File: src/rtl/capsense_csd_measure_ch_acc.sv
// CSD measurement channel with multi-window accumulation.
// Counts comparator-low samples taken on precharge pulses over a programmable
// window and sums NUM_SCANS consecutive windows into one raw count that is
// published to the CPU status path with an interrupt.
module capsense_csd_measure_ch_acc #(
  parameter int CNT_W      = 16,
  parameter int WIN_W      = 16,
  parameter int NUM_SCANS  = 1,
  parameter int CMP_INVERT = 0,
  parameter int SATURATE   = 1
) (
  input  logic             clock,
  input  logic             reset,
  input  logic             enable,
  input  logic             start,
  input  logic             pulse,
  input  logic             cmp_in,
  input  logic [WIN_W-1:0] window_period,
  output logic             ioff,
  output logic             busy,
  output logic             interrupt,
  output logic [CNT_W-1:0] raw_count,
  output logic             overflow
);

  typedef enum logic [2:0] {
    S_IDLE,
    S_LOAD,
    S_WAIT,
    S_COUNT,
    S_DONE
  } state_e;

  localparam logic       INV_BIT   = (CMP_INVERT != 0);
  localparam logic       SAT_BIT   = (SATURATE != 0);
  localparam logic [3:0] LAST_SCAN = 4'(NUM_SCANS - 1);

  // Comparator path
  logic sync1_q;
  logic sync2_q;
  logic cmp_q;

  // Measurement state
  state_e           state_q;
  logic [WIN_W-1:0] win_cnt_q;
  logic [CNT_W-1:0] acc_q;
  logic [3:0]       scan_idx_q;
  logic             ovf_q;
  logic [CNT_W-1:0] raw_count_q;
  logic             overflow_q;
  logic             busy_q;
  logic             irq_q;

  // Next-state values for the accumulator and its overflow flag
  logic [CNT_W:0]   acc_sum;
  logic             acc_carry;
  logic [CNT_W-1:0] acc_d;
  logic             ovf_d;
  logic             last_scan;
  logic             win_last;

  assign acc_sum   = {1'b0, acc_q} + {{CNT_W{1'b0}}, 1'b1};
  assign acc_carry = acc_sum[CNT_W];
  assign last_scan = (scan_idx_q == LAST_SCAN);
  assign win_last  = (win_cnt_q == WIN_W'(1));

  // A sample of 0 (after polarity adjustment) adds one to the accumulator,
  // either clamping at all-ones or wrapping to zero on carry-out.
  // NOTE: every signal written in an always_comb gets a default first so no
  // path leaves it unassigned and no latch is inferred.
  always_comb begin
    acc_d = acc_q;
    ovf_d = ovf_q;
    if (!cmp_q) begin
      ovf_d = ovf_q | acc_carry;
      if (acc_carry && SAT_BIT) begin
        acc_d = {CNT_W{1'b1}};
      end else begin
        acc_d = acc_sum[CNT_W-1:0];
      end
    end
  end

  // Two-flop synchroniser on the comparator, then polarity fix and capture on pulse.
  // NOTE: sequential state is updated with non-blocking assignments so every
  // flop samples pre-edge values regardless of statement order.
  always_ff @(posedge clock or posedge reset) begin
    if (reset) begin
      sync1_q <= 1'b0;
      sync2_q <= 1'b0;
      cmp_q   <= 1'b0;
    end else if (enable) begin
      sync1_q <= cmp_in;
      sync2_q <= sync1_q;
      if (pulse) begin
        cmp_q <= sync2_q ^ INV_BIT;
      end
    end
  end

  // Measurement FSM with window counter, accumulator and registered status outputs.
  always_ff @(posedge clock or posedge reset) begin
    if (reset) begin
      state_q     <= S_IDLE;
      win_cnt_q   <= '0;
      acc_q       <= '0;
      scan_idx_q  <= '0;
      ovf_q       <= 1'b0;
      raw_count_q <= '0;
      overflow_q  <= 1'b0;
      busy_q      <= 1'b0;
      irq_q       <= 1'b0;
    end else if (enable) begin
      case (state_q)
        S_IDLE: begin
          if (start) begin
            acc_q      <= '0;
            scan_idx_q <= '0;
            ovf_q      <= 1'b0;
            busy_q     <= 1'b1;
            state_q    <= S_LOAD;
          end
        end

        S_LOAD: begin
          if (!start) begin
            busy_q  <= 1'b0;
            state_q <= S_IDLE;
          end else begin
            win_cnt_q <= window_period;
            if (window_period == '0) begin
              // Zero-length window: completes at once and adds nothing.
              if (last_scan) begin
                raw_count_q <= acc_q;
                overflow_q  <= ovf_q;
                busy_q      <= 1'b0;
                irq_q       <= 1'b1;
                state_q     <= S_DONE;
              end else begin
                scan_idx_q <= scan_idx_q + 4'd1;
                state_q    <= S_LOAD;
              end
            end else begin
              state_q <= S_WAIT;
            end
          end
        end

        S_WAIT: begin
          if (!start) begin
            busy_q  <= 1'b0;
            state_q <= S_IDLE;
          end else if (pulse) begin
            state_q <= S_COUNT;
          end
        end

        S_COUNT: begin
          if (!start) begin
            busy_q  <= 1'b0;
            state_q <= S_IDLE;
          end else begin
            win_cnt_q <= win_cnt_q - WIN_W'(1);
            acc_q     <= acc_d;
            ovf_q     <= ovf_d;
            if (win_last) begin
              if (last_scan) begin
                raw_count_q <= acc_d;
                overflow_q  <= ovf_d;
                busy_q      <= 1'b0;
                irq_q       <= 1'b1;
                state_q     <= S_DONE;
              end else begin
                scan_idx_q <= scan_idx_q + 4'd1;
                state_q    <= S_LOAD;
              end
            end else begin
              state_q <= S_WAIT;
            end
          end
        end

        S_DONE: begin
          if (!start) begin
            irq_q   <= 1'b0;
            state_q <= S_IDLE;
          end
        end

        default: begin
          busy_q  <= 1'b0;
          irq_q   <= 1'b0;
          state_q <= S_IDLE;
        end
      endcase
    end
  end

  assign ioff      = cmp_q;
  assign busy      = busy_q;
  assign interrupt = irq_q;
  assign raw_count = raw_count_q;
  assign overflow  = overflow_q;

endmodule

File: config.mk
export PLATFORM = sky130hd
export DESIGN_NAME = capsense_csd_measure_ch_acc
export DESIGN_NICKNAME = d
export VERILOG_FILES = /design/src/rtl/capsense_csd_measure_ch_acc.sv
export SDC_FILE = /design/constraint.sdc
export NUM_CORES = 1
export LEC_CHECK = 0
export ABC_AREA = 0
export CAP_MARGIN = 10
export CORE_MARGIN = 4
export CORE_UTILIZATION = 53
export CTS_BUF_LIST = sky130_fd_sc_hd__clkbuf_4 sky130_fd_sc_hd__clkbuf_8
export CTS_CLUSTER_SIZE = 28
export DETAILED_ROUTE_END_ITERATION = 6
export GPL_ROUTABILITY_DRIVEN = 0
export HOLD_SLACK_MARGIN = 0.05
export PLACE_DENSITY = 0.82
export SYNTH_ARGS = -nofsm -noshare
export SYNTH_HDL_FRONTEND = slang
export SYNTH_SLANG_ARGS = --single-unit
File: constraint.sdc
create_clock -name clock -period 2.3 [get_ports clock]
set_input_delay 0.46 -clock clock [delete_from_list [all_inputs] [get_ports clock]]
set_output_delay 0.46 -clock clock [all_outputs]
set_load 0.05 [all_outputs]
== Yosys cells after proc, flatten, opt, wreduce, memory -nomap -nowiden ==
Cells that the tools add are included.
Operators by class
  add/subtract/negate cells: 3
  equality and inequality tests: 17
  mux-type cells: 57
  bitwise gates (word level): 3
  reductions and logical operators: 15
Operators with widths (number)
  $mux W16: 12
  $pmux W16 S2: 3
  $mux W3: 9
  $mux W4: 6
  $mux W1: 21
  $ne A2 B2 Y1 const B: 9
  $add A16 B1 Y17 const B: 1
  $eq A16 B1 Y1 const B: 1
  $logic_not A16 Y1: 1
  $sub A16 B1 Y16 const B: 1
  $pmux W3 S5: 1
  $reduce_and A7 Y1: 2
  $pmux W4 S3: 1
  $reduce_and A4 Y1: 3
  $ne A3 B3 Y1 const B: 3
  $reduce_and A8 Y1: 1
  $eq A3 B2 Y1 const B: 2
  $reduce_and A6 Y1: 1
  $pmux W1 S5: 1
  $add A4 B1 Y4 const B: 1
  $logic_not A4 Y1: 1
  $pmux W1 S2: 2
  $pmux W1 S4: 1
  $reduce_bool A2 Y1: 2
  other kinds (8): 9
Storage, ports and cells
  flip-flop bits (word level): 62
  input bits: 22
  output and inout port bits: 20
  word-level logic and storage cells: 107

== Logic depth before layout (Yosys ltp) ==
  word-level depth: 7
  mapped depth: 8
  gate-level depth less buffers: 7

== Least setup slack after synthesis ==
Ideal clock, no wire load.
  path kind: reg2reg
  start point: register cmp_q (netlist: ioff)
  end point: register raw_count_q[14] (netlist: raw_count[14])
  setup time: 125 ps
  arrival time: 2361 ps
  required time: 2175 ps
  setup slack: -185 ps
  cell stages (with the launch flop): 7
  buffers on the path: 1
  period minus slack after synthesis: 2485 ps
  cells stage by stage: dfrtp_1 -> nand4b_1 -> or4_1 -> clkbuf_1 -> nor3_1 -> mux2_2 -> mux2_2
On the way
  longest elaborated chain between the ends: 5
Ends and longest elaborated chain
  from (decl): RTL line 41  | logic cmp_q;
  from (signal assigned): RTL line 96  | cmp_q <= sync2_q ^ INV_BIT;
  $mux W16: RTL line 74  | if (!cmp_q) begin
  $mux W16: RTL line 167  | if (last_scan) begin
  $mux W16: RTL line 166  | if (win_last) begin
  $mux W16: RTL line 159  | if (!start) begin
  $pmux W16 S2: RTL line 114  | case (state_q)
  to (signal assigned): RTL line 134  | raw_count_q <= acc_q;
  to (decl): RTL line 49  | logic [CNT_W-1:0] raw_count_q;
Every way passes these cells. The select of a mux whose other input is x is not followed.
A chain may end at the register's enable or synchronous reset.

== Final worst setup path ==
  start point: input window_period[1]
  end point: register raw_count_q[0] (netlist: raw_count[0])
On the way
  longest elaborated chain between the ends: 3
Ends and longest elaborated chain
  from (decl): RTL line 18  | input logic [WIN_W-1:0] window_period,
  $logic_not A16 Y1: RTL line 131  | if (window_period == '0) begin
  $ne A2 B2 Y1 (no line)
  $reduce_and A8 Y1 (no line)
Every way passes these cells.

==> metrics.txt <==
# TYPE chip_impl_metric gauge
chip_impl_metric{name="cts_buffer_depth",unit=""} 2
chip_impl_metric{name="row_count",unit=""} 29
chip_impl_metric{name="post-route-drc-count",unit=""} 0
chip_impl_metric{name="antenna_found_initial",unit=""} 0
chip_impl_metric{name="async_reset_ff_share",unit="%"} 100
chip_impl_metric{name="timing.fmax",unit="GHz"} 0.450
chip_impl_metric{name="final_max_slew_viol_count",unit=""} 0
chip_impl_metric{name="cp.required",unit="ns"} 2.53
chip_impl_metric{name="synthesis.nets",unit=""} 429
chip_impl_metric{name="power.density_cell_area",unit="nW/um^2"} 712
chip_impl_metric{name="clock_latency",unit="ns"} 0.35
chip_impl_metric{name="via_count_of_the_first_global_routing_pass",unit=""} 3380
chip_impl_info{name="run_status",value="finished clean"} 1
chip_impl_metric{name="power.leakage",unit="nW"} 1.89
chip_impl_metric{name="final_layout_size_suffix_gt1_share",unit="%"} 19.4
chip_impl_metric{name="numCtsBuffers",unit=""} 9
chip_impl_metric{name="dpl_cell_area",unit="um^2"} 4390
chip_impl_metric{name="clkTransAtPathRegs",unit="ns"} 0.07
chip_impl_info{name="grt_setup_unrepaired",value="false"} 1
chip_impl_metric{name="die_width",unit="um"} 90.5
chip_impl_metric{name="wirelength",unit="um"} 9800
chip_impl_metric{name="hold_violations",unit=""} 0
chip_impl_metric{name="timing.final.crit_period",unit="ns"} 2.22
chip_impl_info{name="cts.root.buffer_cell",value="clkbuf_8"} 1
chip_impl_metric{name="worst_clock_skew",unit="ns"} 0.00604
chip_impl_metric{name="placeableCoreArea",unit="um^2"} 6490
chip_impl_metric{name="dpl.hpwl",unit="um"} 6710
chip_impl_metric{name="timing.final.setup_violations",unit=""} 0
chip_impl_metric{name="drt_iter0_markers",unit=""} 333
chip_impl_metric{name="antenna_cells",unit=""} 0
chip_impl_info{name="crit_type",value="in -> reg"} 1
chip_impl_metric{name="fin_nets",unit=""} 507
chip_impl_metric{name="cts_post_setup_buffers_inserted",unit=""} 0
chip_impl_info{name="ys_dominant_reg_cell",value="dfrtp_1"} 1
chip_impl_info{name="crit_path_launch_type",value="input port"} 1
chip_impl_metric{name="dieArea",unit="um^2"} 8190
chip_impl_metric{name="cts_resized",unit=""} 0
chip_impl_metric{name="holdBufCountCts",unit=""} 0
chip_impl_metric{name="io_buffers",unit=""} 41
chip_impl_metric{name="boundaryPins",unit=""} 42
chip_impl_info{name="cp-end-kind",value="flip-flop"} 1
chip_impl_metric{name="utilization",unit="%"} 71.3
chip_impl_metric{name="synth-seq-area-share",unit="%"} 43.0
chip_impl_metric{name="worst_pin_slew",unit="ns"} 0.533
chip_impl_info{name="worst_hold_path_type",value="in -> async"} 1
chip_impl_metric{name="final_cell_area",unit="um^2"} 4630
chip_impl_metric{name="area_delta_synth_final",unit="%"} 28.3
chip_impl_metric{name="viasPerCell",unit=""} 6.35
chip_impl_metric{name="setup.reg_to_reg.worst_slack",unit="ns"} 0.12
chip_impl_metric{name="first_pass_iters",unit=""} 5
chip_impl_metric{name="ys_warn_count",unit=""} 0
chip_impl_metric{name="grt_usage",unit="%"} 24.4
chip_impl_metric{name="synth_edf_count",unit=""} 0
chip_impl_metric{name="global_route.overflow_total",unit=""} 0
chip_impl_metric{name="worst-endpoint-arrival",unit="ns"} 2.45
chip_impl_metric{name="ys_types",unit=""} 55
chip_impl_metric{name="grt_pass1_wl",unit="um"} 16300
chip_impl_info{name="tritoncts_clock_tree",value="built"} 1
chip_impl_metric{name="routed_wire_length_per_instance",unit="um"} 17.5
chip_impl_metric{name="critical_path.max_fanout",unit=""} 19
chip_impl_metric{name="final_antenna_net_count",unit=""} 0
chip_impl_metric{name="dieHeight",unit="um"} 90.5
chip_impl_metric{name="htree_num_levels",unit=""} 3
chip_impl_metric{name="period_share",unit="%"} 96.7
chip_impl_metric{name="drv.max_cap_violation_count",unit=""} 0
chip_impl_metric{name="vias",unit=""} 3562
chip_impl_metric{name="slew_headroom",unit="%"} 64.2
chip_impl_metric{name="syn_inst",unit=""} 402
chip_impl_metric{name="grt_max_degree",unit=""} 63
chip_impl_metric{name="worst_ir_drop_vdd",unit="uV"} 437
chip_impl_metric{name="starting_utilization_of_the_core_area",unit="%"} 55.6
chip_impl_metric{name="reg2regPathDepth",unit=""} 6
chip_impl_metric{name="synth-seq-cells",unit=""} 62
chip_impl_metric{name="cell_area_after_synthesis",unit="um^2"} 3610
chip_impl_metric{name="syn-mean-instance-area",unit="um^2"} 8.98
chip_impl_metric{name="clock_sink_count",unit=""} 62
## layout make-up
cell class                      count  area (um^2)
Timing Repair Buffer               88          788
Tap cell                           77         96.3
Fill cell                         480         1860
Clock inverter                      4         70.1
Sequential cell                    62         1560
Multi-Input combinational cell    304         1910
Inverter                           15         56.3
Clock buffer                       11          151
## per-layer routing
layer  vias up  part of all wire, %  global-route usage, %
met5         -                    0                      0
met4         0                  3.1                   11.4
met3        32                  5.8                   4.00
met2       164                   46                   36.6
met1      1706                   45                   34.4
li1       1660                    -                      -
## final timing paths
check | end | start
worst min-delay path | win_cnt_q[2] | reset
worst min register to register | raw_count[3] | raw_count[3]
max in group asynchronous | acc_q[6] | reset
worst max-delay path | raw_count[0] | window_period[1]
worst max register to register | raw_count[0] | win_cnt_q[6]
min in group clock | raw_count[3] | raw_count[3]
## cells in the final DEF (no fill, tap or decap), types with 4 or more instances in the layout
| master | n |
|---|---|
| mux2_2 | 14 |
| clkbuf_8 | 11 |
| a21oi_1 | 38 |
| nand3b_1 | 4 |
| o21a_1 | 4 |
| a311oi_1 | 5 |
| a31oi_1 | 12 |
| mux2i_1 | 12 |
| o31ai_1 | 5 |
| o21ai_0 | 31 |
| inv_1 | 14 |
| clkdlybuf4s50_1 | 41 |
| nand2_1 | 38 |
| nand3_1 | 16 |
| nor2_1 | 28 |
| buf_4 | 45 |
| nor3_1 | 12 |
| o22ai_1 | 13 |
| nor4_1 | 10 |
| ha_1 | 5 |
| dfrtp_1 | 59 |
## stage by stage
step	hold slack [ns]	TNS [ns]	setup WS [ns]	power (mW)	std cells
after global placement	0.480	-4.16	-0.256	2.14	546
after global routing	0.524	0	0.0135	3.45	561
after floorplan	0.463	0	0.0375	1.89	402
after detailed placement	0.493	-5.50	-0.311	2.19	546
after CTS	0.509	0	0.0416	3.27	561
final	0.487	0	0.0763	3.29	561
## cells in the mapped netlist, drive strengths merged (3+ instances only)
| master | count | area (um^2) |
|---|---|---|
| nor3 | 14 | 75.1 |
| nand2 | 39 | 146 |
| nand2b | 3 | 18.8 |
| a211oi | 3 | 22.5 |
| o31ai | 5 | 37.5 |
| and3 | 3 | 18.8 |
| o21a | 4 | 30.0 |
| buf | 8 | 61.3 |
| ha | 5 | 62.6 |
| nor2 | 29 | 111 |
| clkbuf | 13 | 48.8 |
| o22ai | 13 | 81.3 |
| a311oi | 5 | 43.8 |
| a41oi | 3 | 26.3 |
| nor4 | 11 | 83.8 |
| mux2 | 15 | 173 |
| or3 | 4 | 25.0 |
| and2 | 3 | 18.8 |
| or4 | 5 | 41.3 |
| mux2i | 12 | 120 |
| inv | 15 | 56.3 |
| a21oi | 38 | 190 |
| o21ai | 32 | 160 |
| dfrtp | 62 | 1550 |
| nand3 | 16 | 80.1 |
| nand4 | 3 | 18.8 |
| nand3b | 4 | 30.0 |
| nor2b | 3 | 18.8 |
| a31oi | 12 | 75.1 |
## sequential cells by signal, indices dropped and copies added (netlist names), 3 cells and up
name	flops
acc_q	16
win_cnt_q	16
scan_idx_q	4
state_q	3
raw_count	16
## cells by family (layout without fill, tap and decap cells)
kind of cell             after synthesis  after routing  synth area share, %
multiplexers                          27             27                 8.11
flip-flops                            62             62                 43.0
AO/OA/AOI/OAI                        128            128                 21.8
AND/OR/NAND/NOR                      144            144                 20.8
buffers and inverters                 36            118                 4.61
adder cells (fa/ha/maj)                5              5                 1.73
## where the power goes
group / switching (mW) / internal [mW] / leakage [nW] / total [mW]
logic: 0.435 / 0.362 / 0.961 / 0.796
clock network: 0.441 / 0.660 / 0.115 / 1.10
registers: 0.164 / 1.23 / 0.819 / 1.40
## worst max-delay path, stage by stage
cell             delay (ns)
clkdlybuf4s50_1        0.44
or4_4                  0.54
nor3_4                 0.16
a22oi_2                0.11
or2_1                  0.27
buf_12                 0.17
mux2_4                 0.29
(Power assumes the default switching activity.)
